## src/rtl/huc_timer_irq.sv

```systemverilog
// huc_timer_irq: memory-mapped 7-bit down-counter timer plus a small IRQ
// combiner for a 65C02-style bus. Read data and hit are registered, so they
// appear one cycle after the address, matching the memory read latency.
module huc_timer_irq #(
    parameter logic [15:0] TIMER_BASE = 16'h0C00,
    parameter logic [15:0] IRQ_BASE   = 16'h1400,
    parameter int          PRESCALE   = 1024
) (
    input  logic        clk,
    input  logic        reset,
    input  logic [15:0] addr,
    input  logic        we,
    input  logic [7:0]  dIn,
    output logic [7:0]  dOut,
    output logic        hit,
    input  logic        irq1,
    input  logic        irq2,
    output logic        irq_out
);

    localparam logic [15:0] PRE_MAX = 16'(PRESCALE - 1);

    logic [6:0]  reload_q, reload_d;
    logic [6:0]  counter_q, counter_d;
    logic        en_q, en_d;
    logic [15:0] pre_q, pre_d;
    logic [2:0]  mask_q, mask_d;
    logic        tpend_q, tpend_d;
    logic [7:0]  dOut_q, dOut_d;
    logic        hit_q, hit_d;
    logic        irq_q, irq_d;

    logic selReload, selEnable, selMask, selStatus;
    logic tick, underflow;

    assign dOut    = dOut_q;
    assign hit     = hit_q;
    assign irq_out = irq_q;

    // Address decode of the two register windows.
    always_comb begin
        selReload = (addr == TIMER_BASE);
        selEnable = (addr == TIMER_BASE + 16'd1);
        selMask   = (addr == IRQ_BASE + 16'd2);
        selStatus = (addr == IRQ_BASE + 16'd3);
    end

    // Next-state logic: prescaler, counter, register writes and the
    // registered read mux. A timer-register write on a tick edge swallows
    // that tick, and an underflow beats a simultaneous pending-clear.
    always_comb begin
        reload_d  = reload_q;
        counter_d = counter_q;
        en_d      = en_q;
        pre_d     = pre_q;
        mask_d    = mask_q;
        tpend_d   = tpend_q;
        underflow = 1'b0;
        tick      = en_q && (pre_q == 16'd0);

        if (tick) begin
            pre_d = PRE_MAX;
        end else if (en_q) begin
            pre_d = pre_q - 16'd1;
        end

        if (we && selEnable) begin
            en_d = dIn[0];
            if (dIn[0] && !en_q) begin
                counter_d = reload_q;
                pre_d     = PRE_MAX;
            end else if (!dIn[0]) begin
                pre_d = pre_q;
            end
        end else if (we && selReload) begin
            reload_d = dIn[6:0];
        end else if (tick) begin
            if (counter_q == 7'd0) begin
                counter_d = reload_q;
                underflow = 1'b1;
            end else begin
                counter_d = counter_q - 7'd1;
            end
        end

        if (we && selMask) begin
            mask_d = dIn[2:0];
        end
        if (we && selStatus) begin
            tpend_d = 1'b0;
        end
        if (underflow) begin
            tpend_d = 1'b1;
        end

        hit_d  = selReload || selEnable || selMask || selStatus;
        dOut_d = 8'hFF;
        if (selReload || selEnable) begin
            dOut_d = {1'b0, counter_q};
        end else if (selMask) begin
            dOut_d = {5'b0, mask_q};
        end else if (selStatus) begin
            dOut_d = {5'b0, tpend_q, irq1, irq2};
        end

        irq_d = |({tpend_q, irq1, irq2} & ~mask_q);
    end

    // State and output registers with synchronous reset.
    always_ff @(posedge clk) begin
        if (reset) begin
            reload_q  <= 7'd0;
            counter_q <= 7'd0;
            en_q      <= 1'b0;
            pre_q     <= PRE_MAX;
            mask_q    <= 3'd0;
            tpend_q   <= 1'b0;
            dOut_q    <= 8'h00;
            hit_q     <= 1'b0;
            irq_q     <= 1'b0;
        end else begin
            reload_q  <= reload_d;
            counter_q <= counter_d;
            en_q      <= en_d;
            pre_q     <= pre_d;
            mask_q    <= mask_d;
            tpend_q   <= tpend_d;
            dOut_q    <= dOut_d;
            hit_q     <= hit_d;
            irq_q     <= irq_d;
        end
    end

endmodule
```

## config.mk

```make
export PLATFORM = sky130hd
export DESIGN_NAME = huc_timer_irq
export DESIGN_NICKNAME = d
export VERILOG_FILES = /design/src/rtl/huc_timer_irq.sv
export SDC_FILE = /design/constraint.sdc
export NUM_CORES = 1
export LEC_CHECK = 0
export ABC_CLOCK_PERIOD_IN_PS = 2500
export BUFFER_PORTS_ARGS = -buffer_cell sky130_fd_sc_hd__buf_2
export CORE_MARGIN = 1.5
export CORE_UTILIZATION = 55
export DETAILED_ROUTE_END_ITERATION = 8
export GPL_TIMING_DRIVEN = 0
export PLACE_DENSITY_LB_ADDON = 0.3
export SLEW_MARGIN = 5
export SYNTH_ARGS = -nofsm -noshare
export SYNTH_HDL_FRONTEND = slang
export SYNTH_SLANG_ARGS = --single-unit
```

## constraint.sdc

```tcl
create_clock -name clk -period 2.5 [get_ports clk]
set_input_delay 0.125 -clock clk [delete_from_list [all_inputs] [get_ports clk]]
set_output_delay 0.125 -clock clk [all_outputs]
set_load 0.1 [all_outputs]
```

==> flow_summary.ini <==
[timing]
rsz0062_at_grt = false
period_needed_ns = 2.09
fin_worst_skew_ns = 0.00525
worst_pin_slew_ns = 0.817
fin_setup_tns_ns = 0
holdWs_ns = 0.0512
timing.fmax_ghz = 0.479
period_share_pct = 83.5
finalHoldViolCount = 0
setup_viol_count_final = 0
slew_headroom_pct = 45.1
report.final.slew_viol_count = 0

[pwr]
p_int_mw = 1.08
ir_drop_v = 0.000418
powerDensity_mw_per_mm2 = 558
total_power_mw = 1.43
share_seq_of_total_power_pct = 50.7
p_sw_mw = 0.348
clkPwrFrac_pct = 40.1
p_comb_share_pct = 9.2
power.leakage_nw = 0.970
switching_share_pct = 24.3

[cells_and_area]
final_layout_size_suffix_gt1_share_pct = 21.1
final_common_cell = dfxtp_1
fillers = 312
n_antenna_cell = 0
ff_latch_area_um2 = 901
nets = 320
final_cell_mix = dfxtp_1 (45), nor2_1 (39), buf_2 (35)
syn_to_final_growth_pct = 16.1
multi_input_area_mm2 = 0.00122

[setup_path]
crit_chain = inv_1 > ha_1 > nor2b_1 > nand2_1 > o21a_1 > clkbuf_1 > nor2_1 > a211o_2 > a21oi_1
cp_slowest_cell = dfxtp_1
cp.required_ns = 2.73
worstSetupStartpointType = flip-flop
worstPathArrival_ns = 2.32
critPathKind = flip-flop to flip-flop
critPathTopFamily = compound AO/OA/AOI/OAI gates
crit_fanout = 10
worst_setup_path_end_kind = flip-flop
critPathMaxStageDelay_ns = 0.43
crit_buf_inv = 2

[placement]
gp_congestion = 0.803
dp_hpwl_mm = 3.40
io_buffers = 35

[synth]
ys_types = 48
async_flop_share_pct = 0
ys.flop_type = dfxtp_1
ys_top_cells_by_area = dfxtp_1 (41%), nor2_1 (6.6%), mux2i_1 (6.3%), nand2_1 (3.7%), xnor2_1 (3.6%)
yosysSeqAreaShare_pct = 40.8
avgSynthCellArea_um2 = 8.97
synthCells = 246
synth_edf_count = 0
synth_area_mm2 = 0.00221
yosys_warnings = 0
synthDominantCellAreaShare_pct = 40.8
synth_nets = 278
yosys.area.top_type = dfxtp_1
ys_seq_elements = 45

[grt]
grt_pass1_vias = 1805
track_usage_pct = 23.6
grt_pass1_wl_mm = 7.86
grt_max_degree = 15
grt-ovfl-total = 0
antenna_found_initial = 0

[detailed_routing]
viasPerCell = 5.44
drt_iter0_markers = 83
drtAntennaViolNets = 0
dr.pass1.iters = 4
vias = 1834
drc = 0
routed_wl_mm = 4.60
wire_per_inst_um = 13.7

[clock_network]
cts_hold_buf = 0
cts_resized = 0
cts_inserted_buffers = 5
cts_tree = yes
clockBufferDepth = 2
path_clk_slew_ns = 0.09
clock_sinks = 45
h-tree-depth = 2
root_buffer = clkbuf_8
insertion_delay_ns = 0.30
cts_setup_buffers = 0

[floorplan]
core-area_mm2 = 0.00374
die_y_um = 66.3
die_area_mm2 = 0.00440
dieWidth_um = 66.3
boundaryPins = 39
initial_core_util_pct = 59.0
placementRows = 22

[worst_hold_path]
hold_path.class = input port to flip-flop

[status]
outcome = finished, final reports clean

[flow_run]
cap_viol_max_count = 0
[per-layer routing]
layer | vias up | track usage [%] | part of all wire [%]
met5 | - | 0 | 0
met2 | 25 | 42.6 | 53
met3 | 2 | 7.16 | 3.1
met1 | 864 | 27.5 | 44
li1 | 943 | - | -
met4 | 0 | 4.59 | 0.50
[synthesized netlist by cell type (3+ instances only)]
| library cell | instances |
|---|---|
| or3_1 | 5 |
| nor3_1 | 6 |
| xnor2_1 | 9 |
| clkbuf_1 | 9 |
| nand2_1 | 22 |
| dfxtp_1 | 45 |
| xor2_1 | 8 |
| o21a_1 | 5 |
| mux2i_1 | 14 |
| ha_1 | 3 |
| nor4_1 | 5 |
| a21oi_1 | 10 |
| inv_1 | 11 |
| o31ai_1 | 4 |
| a211oi_1 | 3 |
| nand3_1 | 4 |
| nor3b_1 | 3 |
| nor4_4 | 3 |
| a211o_2 | 3 |
| nor2_1 | 39 |
[sequential cells by signal, indices dropped and copies added, names as in the netlist]
register   flops
pre_q         16
mask_q         3
reload_q       7
dOut           8
counter_q      7
en_q           1
tpend_q        1
hit            1
irq_out        1
[power groups by stage]
stage	combinational, mW	sequential, mW	clock, mW
finish	0.132	0.725	0.573
global route	0.140	0.726	0.620
CTS	0.133	0.726	0.583
detailed placement	0.133	0.743	0
global placement	0.132	0.742	0
floorplan	0.0319	0.801	0
[kinds of logic after synthesis]
| kind of cell | share of synthesized area [%] |
|---|---|
| compound gates | 13.2 |
| xor+xnor | 6.75 |
| flops | 40.8 |
| mux | 6.97 |
| simple gates | 26.7 |
| buf+inv | 3.91 |
| fa+ha+maj | 1.70 |
[per-stage QoR]
stage	instance area, um^2	setup slack, ns	std cells	util (%)
2_1_floorplan	2210	0.631	246	-
3_3_place_gp	2440	0.418	329	65.2
3_5_place_dp	2440	0.424	329	65.2
4_1_cts	2560	0.405	337	68.4
5_1_grt	2560	0.206	337	68.4
6_report	2560	0.413	337	68.4
[final cells by class]
cell class	instances	share of cell area, %
plain buffers	10	1.76
clock buffers	6	3.22
clock inverters	2	1.46
inverters	11	1.61
multi-input cells	180	47.6
flip-flops and latches	45	35.2
well taps	48	2.34
repair buffers	35	6.84
[final timing paths]
| path | from | end | slack (ns) | cells past startpoint |
|---|---|---|---|---|
| worst min-delay path | dIn[6] | reload_q[6] | 0.05 | 3 |
| worst min register to register | reload_q[4] | reload_q[4] | 0.50 | 2 |
| worst max register to register | counter_q[0] | counter_q[4] | 0.41 | 9 |
| worst max-delay path | counter_q[0] | counter_q[4] | 0.41 | 9 |
[worst min-delay path, delay by kind of cell]
kind,cells,cell delay (ns)
AOI/OAI and AO/OA,1,0.05
and+or+nand+nor,1,0.07
buffers and inverters,1,0.07
Power figures use the tool's default switching activity.
